**config.mk**
```make
export PLATFORM = sky130hd
export DESIGN_NAME = dispense_controller_flat
export DESIGN_NICKNAME = d
export VERILOG_FILES = /design/src/rtl/dispense_controller_if.sv /design/src/rtl/dispense_controller.sv /design/src/flat_wrapper.sv
export SDC_FILE = /design/constraint.sdc
export NUM_CORES = 1
export LEC_CHECK = 0
export CAP_MARGIN = 20
export CORE_UTILIZATION = 50
export CTS_BUF_LIST = sky130_fd_sc_hd__clkbuf_8
export CTS_CLUSTER_DIAMETER = 80
export CTS_CLUSTER_SIZE = 10
export DETAILED_ROUTE_END_ITERATION = 12
export PLACE_DENSITY_LB_ADDON = 0.25
export SLEW_MARGIN = 20
export SYNTH_ARGS = -nofsm -noshare
export SYNTH_HDL_FRONTEND = slang
export SYNTH_SLANG_ARGS = --single-unit
export TNS_END_PERCENT = 100
```
**constraint.sdc**
```tcl
create_clock -name clk -period 1.7 [get_ports clk]
set_input_delay 0.255 -clock clk [delete_from_list [all_inputs] [get_ports clk]]
set_output_delay 0.255 -clock clk [all_outputs]
set_load 0.01 [all_outputs]
```
**src/rtl/dispense_controller_if.sv**
```systemverilog
// Signal bundle between the vending logic/sensors and the dispense controller.
// The master side drives events and acknowledges; the slave side drives actuators and status.
interface dispense_controller_if #(
  parameter int FIFO_DEPTH = 4
);
  localparam int CW = $clog2(FIFO_DEPTH) + 1;

  logic          out;
  logic [1:0]    change;
  logic          can_done;
  logic          coin_done;
  logic          clr_err;
  logic          can_motor;
  logic          coin_eject;
  logic          busy;
  logic [CW-1:0] pending;
  logic          overflow;
  logic          fault;

  modport master (
    output out, change, can_done, coin_done, clr_err,
    input  can_motor, coin_eject, busy, pending, overflow, fault
  );

  modport slave (
    input  out, change, can_done, coin_done, clr_err,
    output can_motor, coin_eject, busy, pending, overflow, fault
  );
endinterface

```
**src/rtl/dispense_controller.sv**
```systemverilog
// Queues vend/refund events and sequences the can chute and coin hopper in order.
// Define DISPENSE_TIMEOUT_EN to enable the acknowledge timeout and the fault flag.
module dispense_controller #(
  parameter int FIFO_DEPTH = 4,
  parameter int TIMEOUT    = 255
) (
  input  logic clk,
  input  logic rst,
  dispense_controller_if.slave bus
);
  localparam int AW = (FIFO_DEPTH > 1) ? $clog2(FIFO_DEPTH) : 1;
  localparam int CW = $clog2(FIFO_DEPTH) + 1;

  if (TIMEOUT < 1 || TIMEOUT > 255 || FIFO_DEPTH < 2 || FIFO_DEPTH > 16 ||
      (FIFO_DEPTH & (FIFO_DEPTH - 1)) != 0) begin : g_param_chk
    $error("dispense_controller: parameter out of range");
  end

  typedef enum logic [1:0] {IDLE, VEND, COIN_ON, COIN_WAIT} state_t;

  state_t        state, state_nxt;
  logic [2:0]    mem [FIFO_DEPTH];
  logic [AW-1:0] wr_ptr, rd_ptr;
  logic [CW-1:0] count;
  logic [1:0]    coins, coins_nxt;
  logic [1:0]    ev_coins;
  logic [2:0]    head;
  logic          capture, full, push, pop, drop;
  logic          tmo_hit;
  logic          overflow;

  always_comb begin
    ev_coins = 2'd0;
    case (bus.change)
      2'b01:   ev_coins = 2'd1;
      2'b10:   ev_coins = 2'd2;
      default: ev_coins = 2'd0;
    endcase
  end

  assign capture = bus.out | (ev_coins != 2'd0);
  assign full    = (count == CW'(FIFO_DEPTH));
  assign push    = capture & ~full;
  // A full FIFO drops the event even if IDLE pops in the same cycle.
  assign drop    = capture & full;
  assign pop     = (state == IDLE) && (count != '0);
  assign head    = mem[rd_ptr];

  always_ff @(posedge clk) begin
    if (push) mem[wr_ptr] <= {bus.out, ev_coins};
  end

  always_ff @(posedge clk or negedge rst) begin
    if (!rst) begin
      wr_ptr   <= '0;
      rd_ptr   <= '0;
      count    <= '0;
      overflow <= 1'b0;
    end else begin
      if (push) wr_ptr <= wr_ptr + AW'(1);
      if (pop)  rd_ptr <= rd_ptr + AW'(1);
      case ({push, pop})
        2'b10:   count <= count + CW'(1);
        2'b01:   count <= count - CW'(1);
        default: count <= count;
      endcase
      if (drop)             overflow <= 1'b1;
      else if (bus.clr_err) overflow <= 1'b0;
    end
  end

`ifdef DISPENSE_TIMEOUT_EN
  logic [7:0] tmo_cnt;
  logic       waiting;
  logic       fault;

  assign waiting = (state == VEND) || (state == COIN_WAIT);
  assign tmo_hit = waiting && (tmo_cnt == 8'(TIMEOUT - 1));

  always_ff @(posedge clk or negedge rst) begin
    if (!rst) begin
      tmo_cnt <= 8'd0;
      fault   <= 1'b0;
    end else begin
      // Restart on every state change so each acknowledge gets a full window.
      if (!waiting || state_nxt != state) tmo_cnt <= 8'd0;
      else                                tmo_cnt <= tmo_cnt + 8'd1;
      if (tmo_hit)          fault <= 1'b1;
      else if (bus.clr_err) fault <= 1'b0;
    end
  end
  assign bus.fault = fault;
`else
  assign tmo_hit   = 1'b0;
  assign bus.fault = 1'b0;
`endif

  always_ff @(posedge clk or negedge rst) begin
    if (!rst) begin
      state <= IDLE;
      coins <= 2'd0;
    end else begin
      state <= state_nxt;
      coins <= coins_nxt;
    end
  end

  always_comb begin
    state_nxt = state;
    coins_nxt = coins;
    case (state)
      IDLE: begin
        if (pop) begin
          coins_nxt = head[1:0];
          state_nxt = head[2] ? VEND : COIN_ON;
        end
      end
      VEND: begin
        if (bus.can_done) begin
          state_nxt = (coins != 2'd0) ? COIN_ON : IDLE;
        end else if (tmo_hit) begin
          coins_nxt = 2'd0;
          state_nxt = IDLE;
        end
      end
      COIN_ON: state_nxt = COIN_WAIT;
      COIN_WAIT: begin
        if (bus.coin_done) begin
          coins_nxt = coins - 2'd1;
          state_nxt = (coins > 2'd1) ? COIN_ON : IDLE;
        end else if (tmo_hit) begin
          coins_nxt = 2'd0;
          state_nxt = IDLE;
        end
      end
      default: state_nxt = IDLE;
    endcase
  end

  assign bus.can_motor  = (state == VEND);
  assign bus.coin_eject = (state == COIN_ON);
  assign bus.busy       = (state != IDLE) || (count != '0);
  assign bus.pending    = count;
  assign bus.overflow   = overflow;
endmodule

```
**src/flat_wrapper.sv**
```systemverilog
// flat-port wrapper written by rule: the top's interface ports become plain ports
module dispense_controller_flat 
#(
  parameter int FIFO_DEPTH = 4,
  parameter int TIMEOUT    = 255
)
  (clk, rst, bus_out, bus_change, bus_can_done, bus_coin_done, bus_clr_err, bus_can_motor, bus_coin_eject, bus_busy, bus_pending, bus_overflow, bus_fault);
  dispense_controller_if #(.FIFO_DEPTH(FIFO_DEPTH)) bus_i ();
  input  logic clk;
  input  logic rst;
  input wire logic [$bits(bus_i.out)-1:0] bus_out;
  input wire logic [$bits(bus_i.change)-1:0] bus_change;
  input wire logic [$bits(bus_i.can_done)-1:0] bus_can_done;
  input wire logic [$bits(bus_i.coin_done)-1:0] bus_coin_done;
  input wire logic [$bits(bus_i.clr_err)-1:0] bus_clr_err;
  output wire logic [$bits(bus_i.can_motor)-1:0] bus_can_motor;
  output wire logic [$bits(bus_i.coin_eject)-1:0] bus_coin_eject;
  output wire logic [$bits(bus_i.busy)-1:0] bus_busy;
  output wire logic [$bits(bus_i.pending)-1:0] bus_pending;
  output wire logic [$bits(bus_i.overflow)-1:0] bus_overflow;
  output wire logic [$bits(bus_i.fault)-1:0] bus_fault;
  assign bus_i.out = bus_out;
  assign bus_i.change = bus_change;
  assign bus_i.can_done = bus_can_done;
  assign bus_i.coin_done = bus_coin_done;
  assign bus_i.clr_err = bus_clr_err;
  assign bus_can_motor = bus_i.can_motor;
  assign bus_coin_eject = bus_i.coin_eject;
  assign bus_busy = bus_i.busy;
  assign bus_pending = bus_i.pending;
  assign bus_overflow = bus_i.overflow;
  assign bus_fault = bus_i.fault;
  dispense_controller #(.FIFO_DEPTH(FIFO_DEPTH), .TIMEOUT(TIMEOUT)) u_core (.clk(clk), .rst(rst), .bus(bus_i));
endmodule
```
==> flow_summary.yaml <==
status:
  outcome: "finished, violations left"
  violations: "negative setup slack"
timing:
  max_slew.worst_pin.slew_ns: 0.549
  slew_viol_final: 0
  clock-skew-final_ns: 0.00392
  fin_crit_ns: 1.84
  setup_viol: 2
  slew_headroom_pct: 63.3
  tns_ns: -0.185
  fmax_mhz: 542
  rsz0062_at_grt: "yes"
  holdWs_ns: 0.344
  fin_ws_ns: -0.145
  fin_crit_sh_pct: 109
  finalHoldViolations: 0
cts:
  clkTransAtPathRegs_ns: 0.08
  ctsHoldBuffers: 0
  cts_buffers: 3
  clock_latency_ns: 0.26
  htreeDepth: 1
  cts_tree: "built"
  clock-sinks: 24
  root_buffer: "clkbuf_8"
  clock_path_buffers: 2
global_route:
  grt_overflow: 0
  groute.usage.overall_pct: 17.0
  antenna_found_initial: 0
  grt_pass1_vias: 716
  grt_pass1_wl_um: 3160
  grt_max_degree: 14
logic_synthesis:
  synth_cells: 94
  synth_warnings: 0
  synth_area_leaders: "edfxtp_1 (30%), dfrtp_1 (25%), ha_1 (9.3%)"
  synth-main-ff-cell: "edfxtp_1"
  ys_seq_area_share_pct: 54.7
  netlist_area_um2: 1210
  async_flop_share_pct: 50.0
  avgSynthCellArea_um2: 12.8
  yosys.area.top_type: "edfxtp_1"
  syn_nets: 112
  synth-seq-cells: 24
  synth_edf_count: 12
  yosysTopAreaCellShare_pct: 29.8
  synth.distinct_cells: 31
final_layout:
  layout_common_cells: "buf_4 (16), edfxtp_1 (12), dfrtp_1 (10)"
  drive_gt1_share_pct: 34.1
  n_antenna_cell: 0
  multiInputGateArea_um2: 573
  seq_area_um2: 663
  fin_nets: 145
  final_common_cell: "buf_4"
  syn_to_final_growth_pct: 33.9
  finalCoreUtilization_pct: 71.7
  n_fill_cell: 162
floorplan:
  die_h_um: 51.1
  core_area_um2: 2250
  num_rows: 17
  start_util_pct: 53.6
  fp.dieArea_um2: 2620
  io_pins: 16
  die_w_um: 51.1
power_and_ir_drop:
  finalPower_w: 0.00280
  powerDensity_nw_per_um2: 1730
  ir_drop_v: 0.00141
  power_leakage_nw: 0.699
flow_run:
  cap_violations: 0
drt:
  num_vias: 769
  viasPerCell: 4.99
  detail-route-antenna-nets: 0
  drt_iter0_markers: 13
  drcViolationCount: 0
  wirelength_um: 1980
  dr.pass1.iters: 4
  wire_per_inst_um: 12.9
critical_path:
  crit_path_start_kind: "flip-flop"
  critPathTopFamily: "simple AND/OR/NAND/NOR gates"
  path_buf_inv: 2
  worst_setup_path_end_kind: "flip-flop"
  critical_path.slowest_cell: "dfrtp_2"
  crit_fanout: 4
  slowest_delay_ns: 0.44
  path_cells: "or3_4 -> nand2_4 -> inv_2 -> ha_4 -> inv_2 -> fa_2 -> xor2_2 -> nor2_2 -> xor2_1"
  cp.arrival_ns: 1.99
  crit_type: "reg2reg"
  cp.required_ns: 1.85
  crit_top_cell: "inv_2"
place:
  io_buffer_count: 14
  place.gp.congestion: 0.714
  hpwl_um: 1550
hold_path:
  hold_class: "in2async"
## synth_stat cells, types with 2 or more instances
library cell,count
and2_1,4
dfrtp_1,12
edfxtp_1,12
ha_1,9
inv_1,12
mux2_2,2
mux4_1,2
nand2_1,8
nor2_1,3
nor2b_1,4
o21ai_0,2
xnor2_1,4
xor2_1,2
## kinds of logic (layout without fill, tap and decap cells)
group / after synthesis / after routing / share of synthesized area (%)
AOI/OAI and AO/OA: 9 / 9 / 5.49
xor gates and xnor gates: 6 / 6 / 4.35
adders and majority gates: 10 / 10 / 11.0
buffers and inverters: 14 / 46 / 5.28
DFF: 24 / 24 / 54.7
muxes: 5 / 5 / 8.08
other: 1 / 1 / 0.311
and+or+nand+nor: 25 / 25 / 10.8
## layout make-up
type                    instances  area share [%]
multi-input cells              56            35.4
well taps                      28            2.17
clock buffers                   3            2.55
inverters                      12            2.94
repair buffers                 30            15.6
flip-flops and latches         24            41.0
clock inverters                 1           0.232
## stage by stage
| stage | std cells | setup WS, ns | instance area (um2) |
|---|---|---|---|
| 3_3_place_gp | 149 | -0.654 | 1550 |
| 3_5_place_dp | 149 | -0.713 | 1550 |
| 5_1_grt | 154 | -0.239 | 1620 |
| 2_1_floorplan | 94 | -0.108 | 1280 |
| 4_1_cts | 154 | -0.124 | 1600 |
| 6_report | 154 | -0.145 | 1620 |
## final timing paths
path / startpoint / to / slack, ns / depth (start not counted)
setup / recovery: u_core.bus.pending[1] / u_core.bus.pending[2] / -0.14 / 9
hold / removal: rst / u_core.coins[1] / 0.34 / 1
hold reg to reg: u_core.bus.overflow / u_core.bus.overflow / 0.55 / 2
min in group clk: bus_change[0] / u_core.mem[2][1] / 0.39 / 3
setup reg to reg: u_core.bus.pending[1] / u_core.bus.pending[2] / -0.14 / 9
max in group asynchronous: rst / u_core.bus.pending[1] / 0.96 / 1
## layer usage
metal	share of wire [%]	up-vias	GRT usage, %	routed length (um)
li1	-	384	-	-
met1	46	369	20.8	909
met2	50	14	29.6	998
met3	2.8	2	3.57	55
met4	0.96	0	5.56	19
met5	0	-	0	0
## timing repair
item / CTS / global route
resized for setup: 8 / 7
setup buffers: 1 / 0
endpoints found under the hold margin: 0 / 0
setup endpoints to repair: 5 / 3
pin swaps: 2 / 2
## sequential cells by signal (all words and copies together), names as in the netlist
| register | flops |
|---|---|
| u_core.bus.pending | 3 |
| u_core.bus.overflow | 1 |
| u_core.rd_ptr | 2 |
| u_core.mem | 12 |
| u_core.wr_ptr | 2 |
| u_core.state | 2 |
| u_core.coins | 2 |
## worst register-to-register path: cells and delay by family, from the launching register on
kind                     cells  cell delay [ns]
AND/OR/NAND/NOR              3             0.53
flip-flops                   1             0.44
adder cells (fa/ha/maj)      2             0.37
XOR/XNOR                     2             0.31
buffers and inverters        2             0.08
## where the power goes
part	switching, W	total, W	internal [W]
logic	0.000659	0.00145	0.000795
registers	0.000154	0.00102	0.000867
clock network	0.000165	0.000326	0.000161
total	0.000979	0.00280	0.00182
(Power assumes the default switching activity.)
